$ cat src/rtl/alu_arbiter.sv
// Round-robin front end that shares one ALU among NUM_REQ requesters.
// Accepts one request per transaction, waits for the ALU, then holds the response until it is taken.
module alu_arbiter #(
  parameter int DATA_WIDTH  = 32,
  parameter int SEL_WIDTH   = 3,
  parameter int NUM_REQ     = 4,
  parameter int ALU_LATENCY = 0
) (
  input  logic                            i_clk,
  input  logic                            i_rst_n,
  input  logic [NUM_REQ-1:0]              i_req_valid,
  input  logic [NUM_REQ*DATA_WIDTH-1:0]   i_req_src_a,
  input  logic [NUM_REQ*DATA_WIDTH-1:0]   i_req_src_b,
  input  logic [NUM_REQ*SEL_WIDTH-1:0]    i_req_sel,
  output logic [NUM_REQ-1:0]              o_req_ready,
  output logic [DATA_WIDTH-1:0]           o_alu_src_a,
  output logic [DATA_WIDTH-1:0]           o_alu_src_b,
  output logic [SEL_WIDTH-1:0]            o_alu_sel,
  input  logic [DATA_WIDTH-1:0]           i_alu_result,
  output logic                            o_rsp_valid,
  output logic [$clog2(NUM_REQ)-1:0]      o_rsp_id,
  output logic [DATA_WIDTH-1:0]           o_rsp_data,
  input  logic                            i_rsp_ready,
  output logic                            o_busy
);

  localparam int ID_W = $clog2(NUM_REQ);

  typedef enum logic [1:0] {IDLE = 2'd0, EXEC = 2'd1, RESP = 2'd2} state_t;

  state_t                  state_r;
  state_t                  state_nxt_s;
  logic [ID_W-1:0]         rr_ptr_r;
  logic [ID_W-1:0]         rr_nxt_s;
  logic                    exec_cnt_r;
  logic                    exec_last_s;
  logic                    grant_found_s;
  logic [ID_W-1:0]         grant_idx_s;
  logic                    accept_s;
  logic [NUM_REQ-1:0]      req_ready_s;
  logic [DATA_WIDTH-1:0]   sel_src_a_s;
  logic [DATA_WIDTH-1:0]   sel_src_b_s;
  logic [SEL_WIDTH-1:0]    sel_op_s;
  logic [DATA_WIDTH-1:0]   alu_src_a_r;
  logic [DATA_WIDTH-1:0]   alu_src_b_r;
  logic [SEL_WIDTH-1:0]    alu_sel_r;
  logic                    rsp_valid_r;
  logic [ID_W-1:0]         rsp_id_r;
  logic [DATA_WIDTH-1:0]   rsp_data_r;

  // Rotating priority search: first valid requester at or after rr_ptr, wrapping.
  always_comb begin
    int idx_v;
    grant_found_s = 1'b0;
    grant_idx_s   = '0;
    idx_v         = 0;
    for (int i = 0; i < NUM_REQ; i++) begin
      idx_v = (int'(rr_ptr_r) + i) % NUM_REQ;
      if (!grant_found_s && i_req_valid[ID_W'(idx_v)]) begin
        grant_found_s = 1'b1;
        grant_idx_s   = ID_W'(idx_v);
      end else begin
        grant_idx_s   = grant_idx_s;
      end
    end
  end

  assign accept_s    = (state_r == IDLE) && grant_found_s;
  assign rr_nxt_s    = ID_W'((int'(grant_idx_s) + 1) % NUM_REQ);
  assign exec_last_s = (ALU_LATENCY == 0) ? 1'b1 : exec_cnt_r;

  // Ready strobe is only ever raised for the granted requester while idle.
  always_comb begin
    req_ready_s = '0;
    if (accept_s) begin
      req_ready_s[grant_idx_s] = 1'b1;
    end else begin
      req_ready_s = '0;
    end
  end

  // Operand mux for the granted requester.
  always_comb begin
    sel_src_a_s = '0;
    sel_src_b_s = '0;
    sel_op_s    = '0;
    for (int k = 0; k < NUM_REQ; k++) begin
      if (grant_idx_s == ID_W'(k)) begin
        sel_src_a_s = i_req_src_a[k*DATA_WIDTH +: DATA_WIDTH];
        sel_src_b_s = i_req_src_b[k*DATA_WIDTH +: DATA_WIDTH];
        sel_op_s    = i_req_sel[k*SEL_WIDTH +: SEL_WIDTH];
      end else begin
        sel_src_a_s = sel_src_a_s;
        sel_src_b_s = sel_src_b_s;
        sel_op_s    = sel_op_s;
      end
    end
  end

  // Next-state logic.
  always_comb begin
    state_nxt_s = state_r;
    case (state_r)
      IDLE: begin
        if (grant_found_s) state_nxt_s = EXEC;
        else               state_nxt_s = IDLE;
      end
      EXEC: begin
        if (exec_last_s) state_nxt_s = RESP;
        else             state_nxt_s = EXEC;
      end
      RESP: begin
        if (i_rsp_ready) state_nxt_s = IDLE;
        else             state_nxt_s = RESP;
      end
      default: state_nxt_s = IDLE;
    endcase
  end

  // State, pointer, ALU operand and response registers.
  always_ff @(posedge i_clk or negedge i_rst_n) begin
    if (!i_rst_n) begin
      state_r     <= IDLE;
      rr_ptr_r    <= '0;
      exec_cnt_r  <= 1'b0;
      alu_src_a_r <= '0;
      alu_src_b_r <= '0;
      alu_sel_r   <= '0;
      rsp_valid_r <= 1'b0;
      rsp_id_r    <= '0;
      rsp_data_r  <= '0;
    end else begin
      state_r <= state_nxt_s;
      if (accept_s) begin
        rr_ptr_r    <= rr_nxt_s;
        alu_src_a_r <= sel_src_a_s;
        alu_src_b_r <= sel_src_b_s;
        alu_sel_r   <= sel_op_s;
        rsp_id_r    <= grant_idx_s;
        exec_cnt_r  <= 1'b0;
      end
      if (state_r == EXEC) begin
        if (exec_last_s) begin
          rsp_data_r  <= i_alu_result;
          rsp_valid_r <= 1'b1;
        end else begin
          exec_cnt_r  <= 1'b1;
        end
      end
      if ((state_r == RESP) && i_rsp_ready) begin
        rsp_valid_r <= 1'b0;
      end
    end
  end

  assign o_req_ready = req_ready_s;
  assign o_alu_src_a = alu_src_a_r;
  assign o_alu_src_b = alu_src_b_r;
  assign o_alu_sel   = alu_sel_r;
  assign o_rsp_valid = rsp_valid_r;
  assign o_rsp_id    = rsp_id_r;
  assign o_rsp_data  = rsp_data_r;
  assign o_busy      = (state_r != IDLE);

endmodule

$ cat config.mk
export PLATFORM = sky130hd
export DESIGN_NAME = alu_arbiter
export DESIGN_NICKNAME = d
export VERILOG_FILES = /design/src/rtl/alu_arbiter.sv
export SDC_FILE = /design/constraint.sdc
export NUM_CORES = 1
export LEC_CHECK = 0
export ABC_AREA = 1
export CAP_MARGIN = 30
export CORE_AREA = 2 2 159 161
export DETAILED_ROUTE_END_ITERATION = 16
export DIE_AREA = 0 0 161 163
export PLACE_DENSITY = 0.63
export SYNTH_ARGS = -nofsm -noshare
export SYNTH_HDL_FRONTEND = slang
export SYNTH_SLANG_ARGS = --single-unit
$ cat constraint.sdc
create_clock -name i_clk -period 2.7 [get_ports i_clk]
set_input_delay 0.27 -clock i_clk [delete_from_list [all_inputs] [get_ports i_clk]]
set_output_delay 0.27 -clock i_clk [all_outputs]
set_load 0.02 [all_outputs]
## Word level (Yosys, flattened, before mapping)

Index checks and enable logic that the tools add are counted.

- Add/sub/neg operators: 4
- $lt $le $gt $ge: 6
- Equal/unequal tests: 5
- Multiplexer cells: 40
- Reduce and logical (&&, ||, !) cells: 13

Operators with widths:

| cell | number |
|---|---|
| 32-bit 2-to-1 mux | 8 |
| 2-bit by 4-bit < comparator with 1-bit output, second input constant | 4 |
| 1-bit 2-to-1 mux | 16 |
| 3-bit 2-to-1 mux | 4 |
| 2-bit 2-to-1 mux | 5 |
| 1-bit binary-select mux with 2-bit select | 4 |
| 2-bit == test, second input constant | 3 |
| 1-bit logical AND | 6 |
| 2-bit one-hot mux with 3 select lines | 1 |
| 2-bit by 1-bit adder with 2-bit output, second input constant | 2 |
| 2-bit adder, second input constant | 2 |
| 2-bit by 1-bit == test with 1-bit output, second input constant | 2 |
| 2-bit logical NOT | 2 |
| 4-bit 2-to-1 mux | 1 |
| 2-bit nonzero test | 2 |
| 1-bit logical NOT | 3 |
| 2-bit by 3-bit < comparator with 1-bit output, second input constant | 1 |
| 1-bit demux with 2-bit select | 1 |
| 2-bit by 1-bit greater-or-equal comparator with 1-bit output, second input constant | 1 |

- Bits in registers: 106
- Input bits: 307
- Word-level logic and storage cells: 76

## Logic depth before layout (Yosys ltp)

- Depth in word-level cells: 18
- Mapped depth: 21

## Worst setup path after synthesis

OpenSTA, ideal clock, no wires.

- Path type: flip-flop to flip-flop
- From: reg rr_ptr_r[0]
- To: reg alu_src_a_r[22], in the netlist o_alu_src_a[22]
- Arrival time: 2,568 ps
- Required time: 2,635 ps
- Slack: 67 ps
- Cell stages (with the launch flop): 21
- Path buffers: 4
- Period minus slack after synthesis: 2,633 ps
- Cell sequence: dfrtp_1 buf_6 nand2_1 o21ai_0 o21ai_1 inv_1 nand2_1 nand3_1 nand2_1 inv_1 ha_1 buf_2 nor2_1 buf_2 buf_2 nand2_1 nand2_1 o21ai_0 o21ai_0 nand2_1 nand2_1

- Longest elaborated chain between the ends: 18
- Elaborated cells between the ends (all ways): 38

RTL lines:

| what | line | text |
|---|---|---|
| from (decl) | 33 | `logic [ID_W-1:0] rr_ptr_r;` |
| from (signal assigned) | 135 | `rr_ptr_r <= rr_nxt_s;` |
| parallel branches: the longest is 12 deep, another holds 2-bit by 1-bit adder with 2-bit output | n/a |  |
| 2-bit 2-to-1 mux (*) | 59 | `if (!grant_found_s && i_req_valid[ID_W'(idx_v)]) begin` |
| named net grant_idx_s[0] | 38 | `logic [ID_W-1:0] grant_idx_s;` |
| 2-bit logical NOT | 88 | `if (grant_idx_s == ID_W'(k)) begin` |
| 32-bit 2-to-1 mux (3 in a row) | 88 |  |
| 32-bit 2-to-1 mux (*) | 88 |  |
| to (signal assigned) | 136 | `alu_src_a_r <= sel_src_a_s;` |
| to (decl) | 44 | `logic [DATA_WIDTH-1:0] alu_src_a_r;` |

Mark *: on every way through the listed nets, which the timed path passes. The select of a mux whose other input is x is not followed.
A chain may end at the register's enable or synchronous reset.

## Worst setup path in the final report

- From: reg rr_ptr_r[0]
- To: reg alu_src_a_r[2], in the netlist o_alu_src_a[2]

- Longest elaborated chain between the ends: 18
- Elaborated cells between the ends (all ways): 38

RTL lines:

| what |
|---|
| parallel branches: the longest is 18 deep, another holds 2-bit by 1-bit adder with 2-bit output |

Several ways; the timed one is not identified. The select of a mux whose other input is x is not followed.

==> metrics.md <==
| Metric | Value |
|---|---|
| Clk buf depth | 2 |
| Total via count in the routed design | 7789 |
| Library cell appearing most often on the critical path | nand2_1 |
| Final Max Slew Viols | 0 |
| Unrepaired setup endpoints after global routing | yes |
| Final core occ | 0.469 |
| Synth warnings | 0 |
| Arrival @ worst endpoint | 2.93 ns |
| Clock tree root buffer cell | clkbuf_16 |
| Max capacitance violation total | 0 |
| Die Footprint | 26200 um2 |
| Via density per instance | 4.54 |
| Synth Net Count | 1277 |
| Slowest Stage Delay on Critical Path | 0.47 ns |
| Width of the die | 161 um |
| Setup crit end | o_alu_src_a[2]$_DFFE_PN0N_ |
| Largest net degree at the start of global routing | 71 |
| Part of the Yosys area used for sequential elements | 0.421 |
| Area contributors post-synth | dfrtp_1, nand2_1, o21ai_0 |
| Number of levels in the clock H-tree | 3 |
| Floorplan row count | 58 |
| Count of pins on the block boundary | 414 |
| Final setup violation count | 0 |
| Static Leakage | 5.28 nW |
| Post-synth top area cell | dfrtp_1 |
| Max Clk Rate | 380 MHz |
| Number of antenna violations at the first check in global routing | 0 |
| DR iter-0 viols | 383 |
| Clock network latency to the later pin of the worst-skew pair | 0.36 ns |
| Netlist area before placement | 6310 um2 |
| Synthesized instance count | 966 |
| Critical Path, Cell by Cell | buf_6, nand2_2, o21ai_2, o21ai_2, inv_2, nand2_1, nand3_2, nand2_4, ha_2, inv_2, nor2_4, buf_6, clkbuf_16, nand2_1, nand2_1, o21ai_0, o21ai_0, nand2_1, nand2_1 |
| Register area | 2660 um2 |
| Detailed-route wire length | 27700 um |
| Master of the slowest instance on the critical path | dfrtp_2 |
| Yosys cell types | 18 |
| Most instantiated library cell after synthesis | nand2_1 |
| Slack of the worst reg-to-reg path | 0.07 ns |
| End of the worst register-to-register path | o_alu_src_a[2]$_DFFE_PN0N_ |
| Clock transition at the registers of the reported paths | 0.08 ns |
| Crit-path leading delay family | simple AND/OR/NAND/NOR gates |
| Final estimated routing congestion in global placement | 0.831 |
| Commonest cells in the netlist | nand2_1, o21ai_0, dfrtp_1 |
| Final setup skew | 0.00784 ns |
| Critical path buffer and inverter count | 5 |
| Total clock buffers created by CTS | 9 |
| Critical path launch point | rr_ptr_r[0]$_DFFE_PN0N_ |
| Power per standard cell area | 1580 nW/um2 |
| Run status | complete, no violations |
| Total clock sinks | 106 |
| Portion of the clock cycle consumed by the worst path in the final layout | 0.975 |
| TritonCTS clock tree | yes |
| Period minus WS final | 2.63 ns |
| Port-buffer cells | 413 |
| Gr ovfl total | 0 |
| Std-Cell Core Area | 24700 um2 |
| Post-synthesis async set-or-reset flop share | 1.00 |
| Source of the worst register-to-register timing path | rr_ptr_r[0]$_DFFE_PN0N_ |
| Count of TritonRoute iterations in the first routing pass | 4 |
| Overall routing resource usage | 0.189 |
| Fill cell instance count of the final layout | 2480 |
| Average wire per cell in the routed design | 16.2 um |
| Die Y | 163 um |
| Transition time at the pin with the least slew margin | 0.534 ns |
| Worst hold-check path type | input port to async pin |
| WP depth | 19 |
| Data required time of the worst path | 2.99 ns |
| Crit Path Class | register to register |
| Vias in the first global route | 7337 |
| Ant diodes | 0 |
| Number of synthesized flops with an enable pin | 0 |
| Half-perimeter wire length after detailed placement | 20100 um |
| Relative slew margins | 0.644 |
| Multi-input combinational cell area | 3350 um2 |
| Residual DRC | 0 |
| Synthesized area divided by synthesized cell count | 6.53 um2 |
| Synth-to-layout area growth | 83.3% |
| Number of endpoints with negative hold slack in the final report | 0 |
| Total Nets Final | 1690 |
| Total power draw | 18.3 mW |
| Number of flip-flops and latches in the synthesized netlist | 106 |
| Register-to-Register Path Depth | 19 |
| Worst VDD drop | 1.01 mV |
| Global-route wire length before repair | 39200 um |
| Top cell type's share of synthesized area | 0.421 |
| Crit-path max FO | 12 |
| Number of nets with antenna violations after detailed routing | 0 |
| Fraction of final layout cells sized beyond drive strength 1 | 0.0838 |
| Worst setup SP type | register |
| Leading register cell type out of synthesis | dfrtp_1 |
| Starting utilization of the core area | 0.256 |
| Setup crit end kind | register |
[layout by cell type, fill, tap and decap left out]
| cell | instances |
|---|---|
| clkinv_8 | 3 |
| inv_1 | 12 |
| nand2_2 | 7 |
| nand3_2 | 7 |
| o21ai_2 | 2 |
| buf_6 | 9 |
| clkbuf_8 | 1 |
| o21ai_1 | 47 |
| nand2_4 | 3 |
| dfrtp_1 | 104 |
| nor2_2 | 1 |
| inv_6 | 2 |
| inv_8 | 2 |
| clkbuf_2 | 1 |
| dfrtp_2 | 2 |
| nand2_1 | 531 |
| buf_2 | 2 |
| clkbuf_16 | 12 |
| ha_2 | 2 |
| ha_4 | 2 |
| inv_2 | 8 |
| clkdlybuf4s50_1 | 408 |
| buf_12 | 8 |
| nor2_4 | 2 |
| nor2_1 | 7 |
| a21oi_1 | 64 |
| dlygate4sd3_1 | 1 |
| buf_8 | 3 |
| o21ai_0 | 91 |
| a21oi_2 | 4 |
| buf_4 | 33 |
| nand3_1 | 3 |
[per-stage QoR]
stage	setup TNS, ns	instance area, um2	std cells	setup slack (ns)	hold slack (ns)
floorplan	0	6310	966	0.0675	-0.0256
detailed placement	-13.89	10900	1684	-0.283	0.151
global route	-2.28	11600	1714	-0.107	0.325
global placement	-7.99	10900	1684	-0.210	0.152
CTS	-0.0134	11300	1701	-0.0134	0.311
finish	0	11600	1714	0.0679	0.322
[power breakdown]
group          internal [mW]  switching, mW
clock network          0.672          0.721
registers               2.41          0.422
logic                   5.85           8.25
[per-layer routing]
layer / wire length (um) / up-vias / GRT usage
li1: - / 3891 / -
met1: 11400 / 3566 / 0.224
met2: 13900 / 303 / 0.344
met3: 1930 / 29 / 0.0463
met4: 484 / 0 / 0.0487
met5: 0 / - / 0
[how the worst min path moves through the flow]
| stage | from | end | slack [ns] | cells after the start |
|---|---|---|---|---|
| 2_1_floorplan | i_rst_n | o_alu_sel[0]$_DFFE_PN0N_ | -0.03 | 0 |
| 3_3_place_gp | i_rst_n | o_alu_sel[2]$_DFFE_PN0N_ | 0.15 | 1 |
| 3_5_place_dp | i_rst_n | o_alu_sel[2]$_DFFE_PN0N_ | 0.15 | 1 |
| 4_1_cts | i_rst_n | o_alu_sel[2]$_DFFE_PN0N_ | 0.31 | 2 |
| 5_1_grt | i_rst_n | o_alu_src_b[15]$_DFFE_PN0N_ | 0.33 | 2 |
| 6_report | i_rst_n | o_alu_src_b[15]$_DFFE_PN0N_ | 0.32 | 2 |
[final cells by class]
type | instances | area share
timing repair buffer | 469 | 0.411
clock buffer | 9 | 0.0195
tap | 330 | 0.0357
inverter | 20 | 0.00649
sequential | 106 | 0.230
multi-input combinational | 773 | 0.290
clock inverter | 7 | 0.00768
[timing repair]
action                                  4_1_cts  5_1_grt
endpoints found under the setup margin       71       71
endpoints found under the hold margin        14        0
cloned                                        0        5
resized for setup                            18       92
pin swaps                                     0       15
setup buffers                                 0        9
hold buffers                                  1        0
[kinds of logic after synthesis]
family,Yosys count,share of synthesized area
adders and majority gates,4,0.00794
DFF,106,0.421
buffers and inverters,87,0.0678
AOI/OAI and AO/OA,208,0.165
and+or+nand+nor,561,0.339
[state kept, by name, summed over array words and instances, names as in the netlist]
name / cells
o_alu_sel: 3
state_r: 2
o_rsp_valid: 1
o_alu_src_b: 32
rr_ptr_r: 2
o_alu_src_a: 32
o_rsp_data: 32
o_rsp_id: 2
[worst register-to-register path, cell delays in order, from the launching register on]
cell	delay [ns]
dfrtp_2	0.47
buf_6	0.15
nand2_2	0.06
o21ai_2	0.05
o21ai_2	0.24
inv_2	0.08
nand2_1	0.08
nand3_2	0.10
nand2_4	0.11
ha_2	0.18
inv_2	0.05
nor2_4	0.18
buf_6	0.15
clkbuf_16	0.18
nand2_1	0.06
nand2_1	0.05
o21ai_0	0.08
o21ai_0	0.18
nand2_1	0.07
nand2_1	0.05
Power figures use the tool's default switching activity.
